<file path="config.mk">
export PLATFORM = sky130hd
export DESIGN_NAME = ram_arbiter
export DESIGN_NICKNAME = d
export VERILOG_FILES = /design/src/rtl/ram_arb_pkg.sv /design/src/rtl/rr_arb2.sv /design/src/rtl/ram_arbiter.sv
export SDC_FILE = /design/constraint.sdc
export NUM_CORES = 1
export LEC_CHECK = 0
export CAP_MARGIN = 20
export CORE_MARGIN = 2
export CORE_UTILIZATION = 44
export DETAILED_ROUTE_END_ITERATION = 10
export PLACE_DENSITY = 0.94
export SYNTH_ARGS = -nofsm -noshare
export SYNTH_HDL_FRONTEND = slang
export SYNTH_SLANG_ARGS = --single-unit
</file>
<file path="constraint.sdc">
create_clock -name clk -period 2.8 [get_ports clk]
set_input_delay 0.84 -clock clk [delete_from_list [all_inputs] [get_ports clk]]
set_output_delay 0.84 -clock clk [all_outputs]
set_load 0.01 [all_outputs]
</file>
<file path="src/rtl/ram_arb_pkg.sv">
// Shared types and constants for the two-port RAM arbiter.
// Optional grant statistics are enabled with RAM_ARB_STATS_EN.
package ram_arb_pkg;

    localparam int DEF_AW = 3;
    localparam int DEF_DW = 8;
    localparam int CNT_W  = 8;

    typedef enum logic [1:0] {
        IDLE,
        ISSUE,
        CAPT
    } arb_state_t;

    // Grant counters stick at all-ones instead of wrapping.
    function automatic logic [CNT_W-1:0] sat_inc(input logic [CNT_W-1:0] v);
        return (v == {CNT_W{1'b1}}) ? v : v + 1'b1;
    endfunction

endpackage

</file>
<file path="src/rtl/rr_arb2.sv">
// Two-way round-robin picker: with both requesting, the port that did not
// win last time is granted.
module rr_arb2 (
    input  logic req0,
    input  logic req1,
    input  logic last_gnt,
    output logic gnt0,
    output logic gnt1
);

    assign gnt0 = req0 & (~req1 | last_gnt);
    assign gnt1 = req1 & (~req0 | ~last_gnt);

endmodule

</file>
<file path="src/rtl/ram_arbiter.sv">
// Round-robin arbiter/sequencer for two requesters in front of a single-port RAM.
// Define RAM_ARB_STATS_EN to add saturating per-port grant counters.
module ram_arbiter
    import ram_arb_pkg::*;
#(
    parameter int AW = DEF_AW,
    parameter int DW = DEF_DW
) (
    input  logic          clk,
    input  logic          rst,
    input  logic          req0_valid,
    output logic          req0_ready,
    input  logic          req0_wr,
    input  logic [AW-1:0] req0_addr,
    input  logic [DW-1:0] req0_wdata,
    input  logic          req1_valid,
    output logic          req1_ready,
    input  logic          req1_wr,
    input  logic [AW-1:0] req1_addr,
    input  logic [DW-1:0] req1_wdata,
    output logic          rsp0_valid,
    output logic [DW-1:0] rsp0_rdata,
    output logic          rsp1_valid,
    output logic [DW-1:0] rsp1_rdata,
    output logic          ram_en,
    output logic          ram_wr,
    output logic [AW-1:0] ram_addr,
    output logic [DW-1:0] ram_wdata,
    input  logic [DW-1:0] ram_rdata
`ifdef RAM_ARB_STATS_EN
    ,
    output logic [CNT_W-1:0] gnt_cnt0,
    output logic [CNT_W-1:0] gnt_cnt1
`endif
);

    arb_state_t    state;
    logic          last_gnt;
    logic          gnt0;
    logic          gnt1;
    logic          acc0;
    logic          acc1;
    logic          cmd_wr;
    logic          cmd_port;
    logic          sel_wr;
    logic [AW-1:0] sel_addr;
    logic [DW-1:0] sel_wdata;

    rr_arb2 u_rr_arb2 (
        .req0     (req0_valid),
        .req1     (req1_valid),
        .last_gnt (last_gnt),
        .gnt0     (gnt0),
        .gnt1     (gnt1)
    );

    assign req0_ready = (state == IDLE) && !rst && gnt0;
    assign req1_ready = (state == IDLE) && !rst && gnt1;
    assign acc0       = req0_valid & req0_ready;
    assign acc1       = req1_valid & req1_ready;

    assign sel_wr    = acc1 ? req1_wr    : req0_wr;
    assign sel_addr  = acc1 ? req1_addr  : req0_addr;
    assign sel_wdata = acc1 ? req1_wdata : req0_wdata;

    // The RAM address/data registers double as the command register, so the
    // access is already on the RAM pins in the cycle after acceptance.
    always_ff @(posedge clk) begin
        if (rst) begin
            state      <= IDLE;
            last_gnt   <= 1'b1;
            cmd_wr     <= 1'b0;
            cmd_port   <= 1'b0;
            ram_en     <= 1'b0;
            ram_wr     <= 1'b0;
            ram_addr   <= '0;
            ram_wdata  <= '0;
            rsp0_valid <= 1'b0;
            rsp1_valid <= 1'b0;
            rsp0_rdata <= '0;
            rsp1_rdata <= '0;
        end else begin
            rsp0_valid <= 1'b0;
            rsp1_valid <= 1'b0;
            case (state)
                IDLE: begin
                    if (acc0 || acc1) begin
                        cmd_wr    <= sel_wr;
                        cmd_port  <= acc1;
                        last_gnt  <= acc1;
                        ram_en    <= 1'b1;
                        ram_wr    <= sel_wr;
                        ram_addr  <= sel_addr;
                        ram_wdata <= sel_wdata;
                        state     <= ISSUE;
                    end
                end
                ISSUE: begin
                    ram_en <= 1'b0;
                    ram_wr <= 1'b0;
                    state  <= cmd_wr ? IDLE : CAPT;
                end
                CAPT: begin
                    if (cmd_port) begin
                        rsp1_rdata <= ram_rdata;
                        rsp1_valid <= 1'b1;
                    end else begin
                        rsp0_rdata <= ram_rdata;
                        rsp0_valid <= 1'b1;
                    end
                    state <= IDLE;
                end
                default: state <= IDLE;
            endcase
        end
    end

`ifdef RAM_ARB_STATS_EN
    always_ff @(posedge clk) begin
        if (rst) begin
            gnt_cnt0 <= '0;
            gnt_cnt1 <= '0;
        end else begin
            if (acc0) gnt_cnt0 <= sat_inc(gnt_cnt0);
            if (acc1) gnt_cnt1 <= sat_inc(gnt_cnt1);
        end
    end
`endif

endmodule

</file>
==> results of run 1 <==
layer usage:
layer  track usage, %  up-vias  wire length (um)
met5                0        -                 0
met4             9.72        0                87
met3             5.41       11               179
met2             36.2       46              2010
met1             27.1      681              1750
li1                 -      706                 -
metrics by stage:
| step | setup TNS, ns | utilization, % | hold WS [ns] | cells |
|---|---|---|---|---|
| 2_1_floorplan | 0 | - | 0.400 | 156 |
| 3_3_place_gp | -0.828 | 67.6 | 0.414 | 265 |
| 3_5_place_dp | -0.901 | 67.6 | 0.424 | 265 |
| 4_1_cts | -0.0126 | 69.3 | 0.442 | 274 |
| 5_1_grt | 0 | 69.6 | 0.449 | 274 |
| 6_report | 0 | 69.6 | 0.441 | 274 |
sequential cells by signal, summed over array words and instances (netlist names):
| signal | flops |
|---|---|
| ram_wdata | 8 |
| rsp0_rdata | 8 |
| rsp1_rdata | 8 |
| ram_addr | 3 |
| state | 2 |
| cmd_port | 1 |
| cmd_wr | 1 |
| last_gnt | 1 |
| ram_en | 1 |
| ram_wr | 1 |
| rsp0_valid | 1 |
| rsp1_valid | 1 |
layout make-up:
type                       count  area share [%]
clock inverter                 3           0.809
tap                           46            2.48
multi-input combinational    102            31.0
inverter                       3           0.485
timing repair buffer          79            32.6
sequential                    36            31.1
clock buffer                   5            1.62
worst paths after layout:
check / cells past startpoint / from / endpoint
setup reg to reg: 4 / state[1] / ram_wdata[5]
hold / removal: 1 / cmd_wr / state[1]
hold reg to reg: 1 / cmd_wr / state[1]
setup / recovery: 4 / req0_valid / req1_ready
worst max-delay path: stages:
cell and delay [ns]:
clkdlybuf4s50_1 0.47, a21bo_2 0.26, nor2_2 0.11, buf_2 0.16
logic make-up (layout without fill, tap and decap cells):
family / count (synthesis) / count (layout) / share of synthesized area, %
compound gates: 45 / 45 / 22.1
simple gates: 41 / 41 / 13.9
flops: 36 / 36 / 47.3
buf+inv: 18 / 90 / 6.23
mux: 16 / 16 / 10.5
where the power goes:
part	switching (mW)	internal (mW)	leakage (nW)
Clock	0.181	0.0963	0.0349
Combinational	0.112	0.139	0.553
Sequential	0.0187	0.542	0.294
cells in the final DEF (no fill, tap or decap), drive strengths merged:
| cell | netlist | final |
|---|---|---|
| a21boi | 1 | 1 |
| dfxtp | 36 | 36 |
| nor2b | 1 | 1 |
| a21oi | 15 | 15 |
| o21ai | 13 | 13 |
| nor3b | 1 | 1 |
| nor3 | 2 | 2 |
| and2 | 1 | 1 |
| o32ai | 1 | 1 |
| a311oi | 13 | 13 |
| a21bo | 1 | 1 |
| dlymetal6s2s | 0 | 1 |
| a211oi | 1 | 1 |
| mux2i | 16 | 16 |
| clkbuf | 4 | 5 |
| nand3 | 12 | 12 |
| inv | 3 | 3 |
| buf | 11 | 13 |
| clkinv | 0 | 3 |
| or2 | 1 | 1 |
| nand3b | 1 | 1 |
| clkdlybuf4s50 | 0 | 65 |
| or3 | 1 | 1 |
| nor2 | 19 | 19 |
| nand2b | 2 | 2 |
timing repair:
action                                  in CTS  in global routing
hold buffers                                 0                  0
endpoints found under the setup margin       2                  2
buffers inserted                             1                  0
pin swaps                                    1                  2
resized for setup                            9                  2
==> out/results.tsv, run 1 <==
metric	value	unit
largest net degree at the start of global routing	36	
final net count	263	
gr ovfl total	0	
post-route ant nets	0	
first-pass GRT wire length	6890	um
drt total wl	4030	um
register area	721	um2
Fmax	373	MHz
clock skew	0.0109	ns
VDD IR max	327	uV
sequential fraction of the synthesis area	47.3	%
Critical Path Source Type	primary input	
DIE AREA	0.00395	mm2
fin area	0.00232	mm2
outcome	complete, no violations	
final setup vio count	0	
initial antenna violation count	0	
crit path DAT	1.84	ns
post-synthesis register bit count	36	
Num Clock Sinks	36	
Synth area leaders	dfxtp_1 47%, mux2i_1 11%, a311oi_2 6.9%, a21oi_1 4.9%, nor2_1 4.7%	
CP max FO	4	
Slew Limit Fails	0	
CTS H-Tree Depth	2	
Syn Nets	192	
drt wl/cell	14.7	um
pwr dens	469	mW/mm2
Final period util	95.7	%
Slew headroom	61.1	%
I/O pins	69	
critical path class	primary input to output port	
Tot GR Track Use	22.0	%
worst-margin pin slew	0.582	ns
Post-synth top flop	dfxtp_1	
min-delay worst type	register to register	
P&R area growth vs syn	52.2	%
Via density	5.27	
CTS tree	yes	
Period minus WS final	2.68	ns
RePlAce Congestion	0.719	
vias in the first global route	1413	
diode count	0	
DP HPWL	2910	um
Placed Instance Area	0.00225	mm2
CTS clk-pin slew, worst paths	0.11	ns
Die W	62.9	um
layout cells sized above 1	14.9	%
multi-input logic area	719	um2
Post-synth EDFFs	0	
Post-synth top cells	36 x dfxtp_1, 19 x nor2_1, 16 x mux2i_1	
CP Data Required Time	1.96	ns
core area	0.00334	mm2
cell taking the most area after synthesis	dfxtp_1	
Synth Cell Area	0.00153	mm2
Fillers	276	
clock buffer depth	2	
Final Hold Fails	0	
DRC errors left	0	
Syn Area/Cell	9.78	um2
Worst setup EP type	output port	
overall power	1.09	mW
Setup WS post-layout	0.119	ns
Synth Instances	156	
max-capacitance violation count	0	
ys async rst share	0	%
detailed-router iteration count before antenna repair	4	
TritonCTS Buffers	5	
RSZ-0062 raised after global routing	false	
Initial DRC Count	66	
clk_lat worst skew	0.36	ns
Yosys top cell area share	47.3	%
top-count cell post-synth	dfxtp_1	
Starting Density	45.7	%
pre-CTS setup slack	-0.492	ns
Placement Rows	21	
leakage	0.882	nW
register-to-register setup slack	1.32	ns
synth warn	0	
die height	62.9	um
root buffer cell	clkbuf_4	
count of cell types in the netlist	27	
vias post-DR	1444	
IO buf count	68	
(Power assumes the default switching activity.)
==> run 2: changes to the inputs <==
GPL_ROUTABILITY_DRIVEN = 0   (was not set)
==> results of run 2 <==
No change in the layout: final DEF, timing and power equal those of run 1.
